### src/rtl/tri_dispatch.sv
// Triangle dispatch queue: buffers upstream triangles and hands them one at a time to a busy-handshaking rasterizer.
// Optional back-face/degenerate culling when TRI_DISPATCH_CULL_EN is defined.
module tri_dispatch #(
    parameter int DEPTH = 4
) (
    input  logic                         i_clk,
    input  logic                         i_rst,
    input  logic                         i_s_valid,
    output logic                         o_s_ready,
    input  logic signed [15:0]           i_s_x0,
    input  logic signed [15:0]           i_s_y0,
    input  logic signed [15:0]           i_s_x1,
    input  logic signed [15:0]           i_s_y1,
    input  logic signed [15:0]           i_s_x2,
    input  logic signed [15:0]           i_s_y2,
    input  logic [7:0]                   i_s_z0,
    input  logic [7:0]                   i_s_z1,
    input  logic [7:0]                   i_s_z2,
    input  logic [31:0]                  i_s_u0,
    input  logic [31:0]                  i_s_v0,
    input  logic [31:0]                  i_s_u1,
    input  logic [31:0]                  i_s_v1,
    input  logic [31:0]                  i_s_u2,
    input  logic [31:0]                  i_s_v2,
    output logic                         o_tri_valid,
    input  logic                         i_busy,
    output logic signed [15:0]           o_x0,
    output logic signed [15:0]           o_y0,
    output logic signed [15:0]           o_x1,
    output logic signed [15:0]           o_y1,
    output logic signed [15:0]           o_x2,
    output logic signed [15:0]           o_y2,
    output logic [7:0]                   o_z0,
    output logic [7:0]                   o_z1,
    output logic [7:0]                   o_z2,
    output logic [31:0]                  o_u0,
    output logic [31:0]                  o_v0,
    output logic [31:0]                  o_u1,
    output logic [31:0]                  o_v1,
    output logic [31:0]                  o_u2,
    output logic [31:0]                  o_v2,
    output logic [$clog2(DEPTH+1)-1:0]   o_count,
`ifdef TRI_DISPATCH_CULL_EN
    output logic [15:0]                  o_cull_cnt,
`endif
    output logic                         o_idle
);

    localparam int AW = $clog2(DEPTH);
    localparam int CW = $clog2(DEPTH + 1);

    typedef struct packed {
        logic signed [15:0] x0, y0, x1, y1, x2, y2;
        logic [7:0]         z0, z1, z2;
        logic [31:0]        u0, v0, u1, v1, u2, v2;
    } tri_t;

    typedef enum logic [1:0] {S_IDLE, S_ISSUE, S_WAIT_BUSY, S_WAIT_DONE} state_t;

    tri_t            r_mem [DEPTH];
    tri_t            r_out;
    tri_t            w_in;
    state_t          r_state;
    logic [AW-1:0]   r_wptr, r_rptr;
    logic [CW-1:0]   r_count;
    logic            r_tri_valid;
    logic            w_xfer, w_push, w_pop;

    assign w_in = {i_s_x0, i_s_y0, i_s_x1, i_s_y1, i_s_x2, i_s_y2,
                   i_s_z0, i_s_z1, i_s_z2,
                   i_s_u0, i_s_v0, i_s_u1, i_s_v1, i_s_u2, i_s_v2};

    assign o_s_ready = (r_count < CW'(DEPTH));
    assign w_xfer    = i_s_valid && o_s_ready;
    assign w_pop     = (r_state == S_IDLE) && (r_count != '0);

`ifdef TRI_DISPATCH_CULL_EN
    logic signed [31:0] w_dx1, w_dy1, w_dx2, w_dy2, w_area;
    logic [15:0]        r_cull_cnt;

    assign w_dx1  = 32'(i_s_x1) - 32'(i_s_x0);
    assign w_dy1  = 32'(i_s_y1) - 32'(i_s_y0);
    assign w_dx2  = 32'(i_s_x2) - 32'(i_s_x0);
    assign w_dy2  = 32'(i_s_y2) - 32'(i_s_y0);
    assign w_area = (w_dx1 * w_dy2) - (w_dx2 * w_dy1);
    // Only strictly negative area survives; zero-area and back-facing are consumed silently.
    assign w_push = w_xfer && w_area[31];

    always_ff @(posedge i_clk) begin
        if (i_rst)
            r_cull_cnt <= '0;
        else if (w_xfer && !w_area[31] && (r_cull_cnt != 16'hFFFF))
            r_cull_cnt <= r_cull_cnt + 1'b1;
    end
    assign o_cull_cnt = r_cull_cnt;
`else
    assign w_push = w_xfer;
`endif

    always_ff @(posedge i_clk) begin
        if (w_push)
            r_mem[r_wptr] <= w_in;
    end

    always_ff @(posedge i_clk) begin
        if (i_rst) begin
            r_wptr  <= '0;
            r_rptr  <= '0;
            r_count <= '0;
        end else begin
            if (w_push) r_wptr <= r_wptr + 1'b1;
            if (w_pop)  r_rptr <= r_rptr + 1'b1;
            case ({w_push, w_pop})
                2'b10:   r_count <= r_count + 1'b1;
                2'b01:   r_count <= r_count - 1'b1;
                default: r_count <= r_count;
            endcase
        end
    end

    // The held triangle only reloads on an IDLE pop, so it is stable for the whole rasterization.
    always_ff @(posedge i_clk) begin
        if (i_rst) begin
            r_state     <= S_IDLE;
            r_tri_valid <= 1'b0;
            r_out       <= '0;
        end else begin
            case (r_state)
                S_IDLE: begin
                    r_tri_valid <= 1'b0;
                    if (w_pop) begin
                        r_out       <= r_mem[r_rptr];
                        r_tri_valid <= 1'b1;
                        r_state     <= S_ISSUE;
                    end
                end
                S_ISSUE: begin
                    r_tri_valid <= 1'b0;
                    r_state     <= S_WAIT_BUSY;
                end
                S_WAIT_BUSY: begin
                    r_tri_valid <= 1'b0;
                    if (i_busy) r_state <= S_WAIT_DONE;
                end
                S_WAIT_DONE: begin
                    r_tri_valid <= 1'b0;
                    if (!i_busy) r_state <= S_IDLE;
                end
                default: begin
                    r_tri_valid <= 1'b0;
                    r_state     <= S_IDLE;
                end
            endcase
        end
    end

    assign o_tri_valid = r_tri_valid;
    assign o_count     = r_count;
    assign o_idle      = (r_state == S_IDLE) && (r_count == '0);

    assign o_x0 = r_out.x0;
    assign o_y0 = r_out.y0;
    assign o_x1 = r_out.x1;
    assign o_y1 = r_out.y1;
    assign o_x2 = r_out.x2;
    assign o_y2 = r_out.y2;
    assign o_z0 = r_out.z0;
    assign o_z1 = r_out.z1;
    assign o_z2 = r_out.z2;
    assign o_u0 = r_out.u0;
    assign o_v0 = r_out.v0;
    assign o_u1 = r_out.u1;
    assign o_v1 = r_out.v1;
    assign o_u2 = r_out.u2;
    assign o_v2 = r_out.v2;

endmodule

### config.mk
export PLATFORM = sky130hd
export DESIGN_NAME = tri_dispatch
export DESIGN_NICKNAME = d
export VERILOG_FILES = /design/src/rtl/tri_dispatch.sv
export SDC_FILE = /design/constraint.sdc
export NUM_CORES = 1
export LEC_CHECK = 0
export ABC_AREA = 1
export CORE_UTILIZATION = 35
export DETAILED_ROUTE_END_ITERATION = 10
export MAX_ROUTING_LAYER = met4
export PLACE_DENSITY_LB_ADDON = 0.3
export SLEW_MARGIN = 20
export SYNTH_ARGS = -nofsm -noshare
export SYNTH_HDL_FRONTEND = slang
export SYNTH_SLANG_ARGS = --single-unit
### constraint.sdc
create_clock -name i_clk -period 22.5 [get_ports i_clk]
set_input_delay 2.25 -clock i_clk [delete_from_list [all_inputs] [get_ports i_clk]]
set_output_delay 2.25 -clock i_clk [all_outputs]
set_load 0.02 [all_outputs]
==> summary.md, run 1 <==
The final critical delay including setup and external delays was 6.20 ns. Along the worst path, the maximum fanout reaches 59. The maximum frequency from static timing analysis was 161 MHz. The worst setup path is launched from a primary input. The number of gates resized after cts was 0; the maximum root-to-sink buffer count was 3. The number of clock sinks came out at 1570.

The arrival time of data at the critical path endpoint is 6.63 ns, and the number of slew-limit violations in the final report is 0. The logs give 0.189 mm² for the area of the die and 22.93 ns for the required time reported for the critical path endpoint. Average footprint of a synthesized cell: 9.41 µm².

By area the synthesized netlist is led by sky130_fd_sc_hd__edfxtp_1, sky130_fd_sc_hd__nand2_1, sky130_fd_sc_hd__dfxtp_1. STA classifies the critical path endpoint as a flip-flop. The startpoint identified for the worst hold timing path is o_x2[1]. Number of synthesized flops with an enable pin: 1248.

The number of antenna violations at the first check in global routing was 36; the count of antenna-violating nets left after detailed routing was 0. The tools report the number of iterations in the first detailed-routing pass as 5. Summing internal, switching and leakage power gives 0.0102 W. The share of synthesized area in the top cell type comes to 57.3%.

IR analysis of the VDD net gives a maximum drop of 0.0965 mV. For this run the aggregate overflow at the end of global routing stands at 0. For the worst-skew pair, the clock arrives at the later sink with an insertion delay of 0.82 ns. The run gives 67.1% as the sequential share of the synthesized area. TritonCTS created 168 clock buffers. The hold-fix buffer count after cts was 0. The number of stages on the worst hold path works out to 4. The path class of the tightest hold or removal check is flip-flop to flip-flop.

The weighted congestion at the end of routability-driven global placement is 0.782, and the die outline width is 434 µm. The routed layout has 44000 vias. The biggest area consumer among synthesized cells is sky130_fd_sc_hd__edfxtp_1.

Once detailed placement completed, the half-perimeter wirelength came to 92500 µm. The critical path is of the primary input to flip-flop type. For flop-to-flop paths, the worst setup slack is 17.74 ns.

Dividing the detail-routed via count by the number of cells gives 4.33. The endpoint with the worst hold slack was o_x2[1]. The count of input and output buffers was 633.

The share of async-settable or async-resettable flops after synthesis came out at 0%. Clock-pin slew was measured on the worst setup and hold paths at 0.06 ns. The total power per unit cell area works out to 128 mW/mm². The most frequently used cell type in the post-synthesis netlist is sky130_fd_sc_hd__nand2_1.

After clock tree synthesis, the setup repair step added 0 buffers. The violation count after the first detailed-route iteration was 2435; the fraction of layout cells with a size suffix above 1 was 3.95%. Entering global routing, the biggest net connects 203 pins. Dividing the detail-routed wire length by the instance count gives 16.0 µm. In this run, synthesis produced a sequential element count of 1570.

The run gives 25.8% as the normalized max-slew margin. The library cell used as clock root buffer is sky130_fd_sc_hd__clkbuf_16. For this run, the number of Yosys warnings is 0.

Worst reg2reg path depth: 6. The tools report the destination of the worst register-to-register timing path as r_mem[3][48]. The tools report the count of endpoints failing hold in the final timing report as 0. The analysis attributes to cell leakage a power of 35.4 nW.

TritonCTS built the clock tree. In the synthesized netlist, the number of instances is 6953. The commonest cells after synthesis are sky130_fd_sc_hd__nand2_1, sky130_fd_sc_hd__inv_1, sky130_fd_sc_hd__edfxtp_1. For this configuration, the core starts out at a cell density of 35.2%. Setup repair after global routing left no endpoint under its margin. The y dimension of the die works out to 434 µm. The post-route non-filler standard cell count was 10200. Setup total negative slack on the finished layout was measured at 0 ns. 634 I/O pins were placed.

The all-layer global routing usage is 17.5%. In this run the critical register-to-register path is launched from o_count[2]. In the synthesized netlist the dominant register cell turns out to be sky130_fd_sc_hd__edfxtp_1. The total area inside the core boundary comes to 0.186 mm². Count of max-cap constraint violations: 0. The post-synth net total was 7278; the largest clock skew in the final design was 0.0318 ns. The tools report the number of global-route vias before repair as 42700. The flow ran to the end, and the final reports show no timing, DRC or antenna violations. Setup violations remaining at the end of the flow were counted as 0. The distinct cell type count after synthesis is 17, and the final core utilization is 42.8%. The slew at the pin closest to its max-slew limit is 1.11 ns, and the post-synthesis instance area is 0.0654 mm².

The number of design rule violations left after detail routing was 0. In the finished design, the share of the clock period the worst path needs comes to 27.5%. The first global-routing pass estimated 247000 µm of wire. The H-tree was split into 4 levels.

The sum of routed wire length over all layers is 162000 µm. The relative area change from synthesis to final layout was 21.3%; the placement row count was 158. At the end of the flow, the number of nets in the layout was 7815. For the layout filler cell count, the log shows 17500. Including well taps, the total number of placed cells is 9799.
## critical path, stage by stage
cell and delay, ns:
sky130_fd_sc_hd__clkdlybuf4s50_1 0.47, sky130_fd_sc_hd__nand2_1 0.36, sky130_fd_sc_hd__nor2_4 0.86, sky130_fd_sc_hd__buf_4 0.85
sky130_fd_sc_hd__buf_4 0.86, sky130_fd_sc_hd__buf_4 0.76
## registers in the layout (all words and copies together) (netlist names), 3 cells and up
name and count:
o_x2 16, o_v2 32, o_u1 32, o_y1 16, o_y0 16, r_mem 1248
o_v0 32, o_u2 32, o_z2 8, o_y2 16, o_v1 32, o_count 3
o_x0 16, o_z0 8, o_u0 32, o_z1 8, o_x1 16
## logic make-up (layout without fill, tap and decap cells)
kind of cell	Yosys count	in the layout	share of synthesized area, %
AND/OR/NAND/NOR	3468	3468	21.1
AO/OA/AOI/OAI	12	12	0.0918
adder cells (fa/ha/maj)	9	9	0.184
buffers and inverters	1894	2578	11.5
flip-flops	1570	1570	67.1
other	0	33	0
## routing by layer
layer | up-vias | track usage, % | wire [µm]
li1 | 22200 | - | -
met1 | 20500 | 21.1 | 69300
met2 | 982 | 28.7 | 78400
met3 | 283 | 3.65 | 8840
met4 | 0 | 6.98 | 5760
met5 | - | - | 0
## final cells by class
| type | instances | area [µm²] | share of cell area (%) |
|---|---|---|---|
| Inverter | 1582 | 5960 | 7.51 |
| Tap cell | 2480 | 3100 | 3.91 |
| Timing Repair Buffer | 679 | 6850 | 8.63 |
| Clock inverter | 60 | 587 | 0.739 |
| Sequential cell | 1570 | 43900 | 55.3 |
| Multi-Input combinational cell | 3489 | 14000 | 17.7 |
| Clock buffer | 257 | 4860 | 6.12 |
| Antenna cell | 33 | 82.6 | 0.104 |
## through the flow
| step | cell area (µm²) | hold WS, ns | worst slack [ns] |
|---|---|---|---|
| floorplan | 65400 | 0.480 | 6.16 |
| global route | 79400 | 0.540 | 16.10 |
| detailed placement | 73800 | 0.502 | 15.38 |
| global placement | 73800 | 0.495 | 15.41 |
| finish | 79400 | 0.511 | 16.30 |
| CTS | 79300 | 0.513 | 16.30 |
## cells in the final DEF (no fill, tap or decap), types with 6 or more instances in the layout
| master | instances |
|---|---|
| sky130_fd_sc_hd__clkbuf_1 | 59 |
| sky130_fd_sc_hd__clkbuf_8 | 28 |
| sky130_fd_sc_hd__ha_1 | 8 |
| sky130_fd_sc_hd__inv_6 | 6 |
| sky130_fd_sc_hd__nor2_1 | 635 |
| sky130_fd_sc_hd__edfxtp_1 | 1248 |
| sky130_fd_sc_hd__diode_2 | 33 |
| sky130_fd_sc_hd__clkdlybuf4s50_1 | 633 |
| sky130_fd_sc_hd__nand2_1 | 2200 |
| sky130_fd_sc_hd__buf_12 | 9 |
| sky130_fd_sc_hd__clkinv_2 | 18 |
| sky130_fd_sc_hd__clkbuf_16 | 170 |
| sky130_fd_sc_hd__clkinv_1 | 13 |
| sky130_fd_sc_hd__dfxtp_1 | 320 |
| sky130_fd_sc_hd__buf_4 | 31 |
| sky130_fd_sc_hd__inv_1 | 1578 |
| sky130_fd_sc_hd__a21oi_1 | 7 |
| sky130_fd_sc_hd__nand3_1 | 628 |
## how the worst max path moves through the flow
stage,from,end,slack (ns),cells past startpoint
final,i_s_valid,r_mem[3][48],16.30,6
after CTS,i_s_valid,r_mem[3][126],16.30,6
after floorplan,i_s_valid,r_mem[0][0],6.16,2
after global placement,i_s_valid,r_mem[3][97],15.41,6
after global routing,i_s_valid,r_mem[3][48],16.10,6
after detailed placement,i_s_valid,r_mem[3][127],15.38,6
## power breakdown
group          switching [W]  total, W  internal, W  leakage [nW]
Combinational        0.00232   0.00354      0.00122          18.6
Clock                0.00115   0.00270      0.00156          2.65
Sequential          0.000257   0.00392      0.00367          14.1
Power figures use the tool's default switching activity.
==> run 2, diff against run 1 <==
==> constraint.sdc (replaced) <==
create_clock -name i_clk -period 5.1 [get_ports i_clk]
set_input_delay 0.51 -clock i_clk [delete_from_list [all_inputs] [get_ports i_clk]]
set_output_delay 0.51 -clock i_clk [all_outputs]
set_load 0.02 [all_outputs]
==> summary.md, run 2 (synthesis gave the netlist of run 1 again) <==
The placement row count was 158 (unchanged). The post-place instance area was 0.0743 mm² (+0.66%). The floorplan core area was 0.186 mm² (unchanged).

The tools report the number of design rule violations left after detail routing as 0 (unchanged). The average detailed-routed wire length per instance is 16.0 µm (+0.35%). The level count of the clock H-tree came out at 4 (unchanged). The vias after detailed routing came out at 44000 (+0.045%).

The highest cell delay on the worst timing path was 0.73 ns (-0.13 ns). The violation count after the first detailed-route iteration is 2529 (+3.9%), and the relative area change from synthesis to final layout is 22.1%. The maximum fanout along the worst path is 4 (-93%), and the leakage power of the design is 35.6 nW (+0.61%).

The clock transition at the registers of the reported paths was 0.06 ns (about the same); the number of failing setup endpoints in the final timing report was 0 (unchanged). The logs give 35.2% (unchanged) for the effective utilization at floorplan and 4.59 ns (-18.34 ns) for the required time reported for the critical path endpoint. The maximum root-to-sink buffer count was 3 (unchanged); the count of input and output buffers was 633 (unchanged). The average via count per standard cell works out to 4.32 (-0.37%).

The run gives 0.326 ns (-0.185 ns) as the worst-case hold slack. The register with the most flip-flops in the final layout is r_mem. The sum of routed wire length over all layers came out at 164000 µm (+0.76%). Slew at the pin closest to its max-slew limit: 1.28 ns (+0.167 ns).

By startpoint and endpoint, the worst setup path is classified as flip-flop to primary output. The tools report the all-layer global routing usage as 17.6% (+0.12 points). The type of the worst min-delay path is primary input to flip-flop. The normalized max-slew margin is 14.7% (-11 points).

The worst setup path is captured at a primary output. The largest voltage drop on the vdd net came out at 0.429 mV (+340%). TritonCTS built the clock tree. In this run the clock root is driven by a sky130_fd_sc_hd__clkbuf_16.

The logs give 0 (unchanged) for the number of slew-limit violations in the final report and 0 (unchanged) for the count of endpoints failing hold in the final timing report. The clock period could shrink to 2.99 ns. Largest clock skew in the final design: 0.0271 ns (-0.00464 ns). The worst path uses 58.6% of the clock period.

The number of clock buffers inserted by TritonCTS was 172 (+2.4%); the residual overflow from global routing was 0 (unchanged). The logs give 46 (+28%) for the number of antenna violations at the first check in global routing and 0 ns (unchanged) for the setup TNS after final layout. The I/O pin count is 634 (unchanged).

The arrival time of data at the critical path endpoint is 2.48 ns (-4.15 ns), and the post-route worst setup slack is 2.11 ns (-14.19 ns). Number of flip-flops in the largest register: 1248 (unchanged). The post-CTS repair timing setup buffer count came out at 0 (unchanged).

The die outline width is 434 µm (unchanged), and the maximum frequency from static timing analysis is 334 MHz. The post-route cell area is 0.0799 mm² (+0.60%). The logs give 7844 (+0.37%) for the number of nets in the layout and 0.81 ns (about the same) for the clock latency reported for the late side of the worst-skew pair. The tools report the HPWL after detailed placement as 96300 µm (+4.1%). The slowest stage of the critical path belongs to the cell sky130_fd_sc_hd__clkdlybuf4s50_1.

The count of antenna-violating nets left after detailed routing was 0 (unchanged). The run finished with clean final reports. Most repeated library cell on the critical path: sky130_fd_sc_hd__inv_1. The number of iterations in the first detailed-routing pass is 5 (unchanged), and the total power per unit cell area is 564 mW/mm² (+340%). The tools report the number of gates resized after cts as 0 (unchanged). The y dimension of the die was 434 µm (unchanged). STA classifies the critical path startpoint as a flip-flop. Setup repair after global routing left no endpoint under its margin.

The worst setup timing slack at the placement stage is 2.11 ns (-13.27 ns). The first-pass GRT wire length was 247000 µm (about the same); the fraction of layout cells with a size suffix above 1 was 4.21% (+0.26 points). The run gives 42000 (-1.5%) as the number of global-route vias before repair. The library cells used most frequently in the layout, excluding fill and tap cells, are sky130_fd_sc_hd__nand2_1, sky130_fd_sc_hd__inv_1, sky130_fd_sc_hd__edfxtp_1, sky130_fd_sc_hd__nor2_1, sky130_fd_sc_hd__clkdlybuf4s50_1. For the pin count of the biggest net entering global routing, the log shows 175 (-14%). Area of the die: 0.189 mm² (unchanged). The logs give 0 (unchanged) for the hold-fix buffer count after cts and 0.781 (about the same) for the weighted congestion at the end of routability-driven global placement.

Leaving out fill and tap cells, the most frequent cell in the layout is sky130_fd_sc_hd__nand2_1. The logs give 0 (unchanged) for the count of max-cap constraint violations and 1570 (unchanged) for the number of clock sinks. The signal on the critical path passes through inv_1, ha_1, nand3_1, inv_1, clkdlybuf4s50_1.
## run 2: area by class of cell
| type | instances | area (µm²) |
|---|---|---|
| flip-flops and latches | 1570 | 43900 |
| inverters | 1582 | 5970 |
| well taps | 2480 | 3100 |
| clock buffers | 241 | 4740 |
| repair buffers | 704 | 7270 |
| fillers | 17400 | 106000 |
| diodes | 44 | 110 |
| multi-input cells | 3489 | 14000 |
| clock inverters | 82 | 718 |
## run 2: where the power goes
part,switching (W),internal (W)
combinational,0.0104,0.00551
clock,0.00512,0.00688
sequential,0.000975,0.0162
total,0.0165,0.0286
## run 2: metrics by stage
stage | util (%) | power, W | std cells
after floorplan | - | 0.0278 | 6953
final | 43.0 | 0.0451 | 10200
after CTS | 43.0 | 0.0457 | 10100
after detailed placement | 40.0 | 0.0336 | 9825
after global placement | 40.0 | 0.0334 | 9825
after global routing | 43.0 | 0.0481 | 10200
## run 2: critical path: cells and delay by family, from the launching register on
kind / cells / cell delay [ns]
DFF: 1 / 0.32
buffers and inverters: 3 / 0.92
and+or+nand+nor: 1 / 0.17
adders and majority gates: 1 / 0.28
## run 2: layer usage
layer  GRT usage [%]  wire (µm)
met1            20.8      68800
met3            4.21       9270
met5               -          0
met4            6.72       4890
met2            29.1      80600
## run 2: path summary, 6_finish.rpt
check | startpoint | end | slack (ns) | cells after the start
max | r_state[0] | o_idle | 2.11 | 5
min | i_s_y2[6] | r_mem[1][222] | 0.33 | 1
max reg2reg | r_rptr[0] | o_v1[8] | 2.51 | 7
min reg2reg | o_v1[18] | o_v1[18] | 0.51 | 4
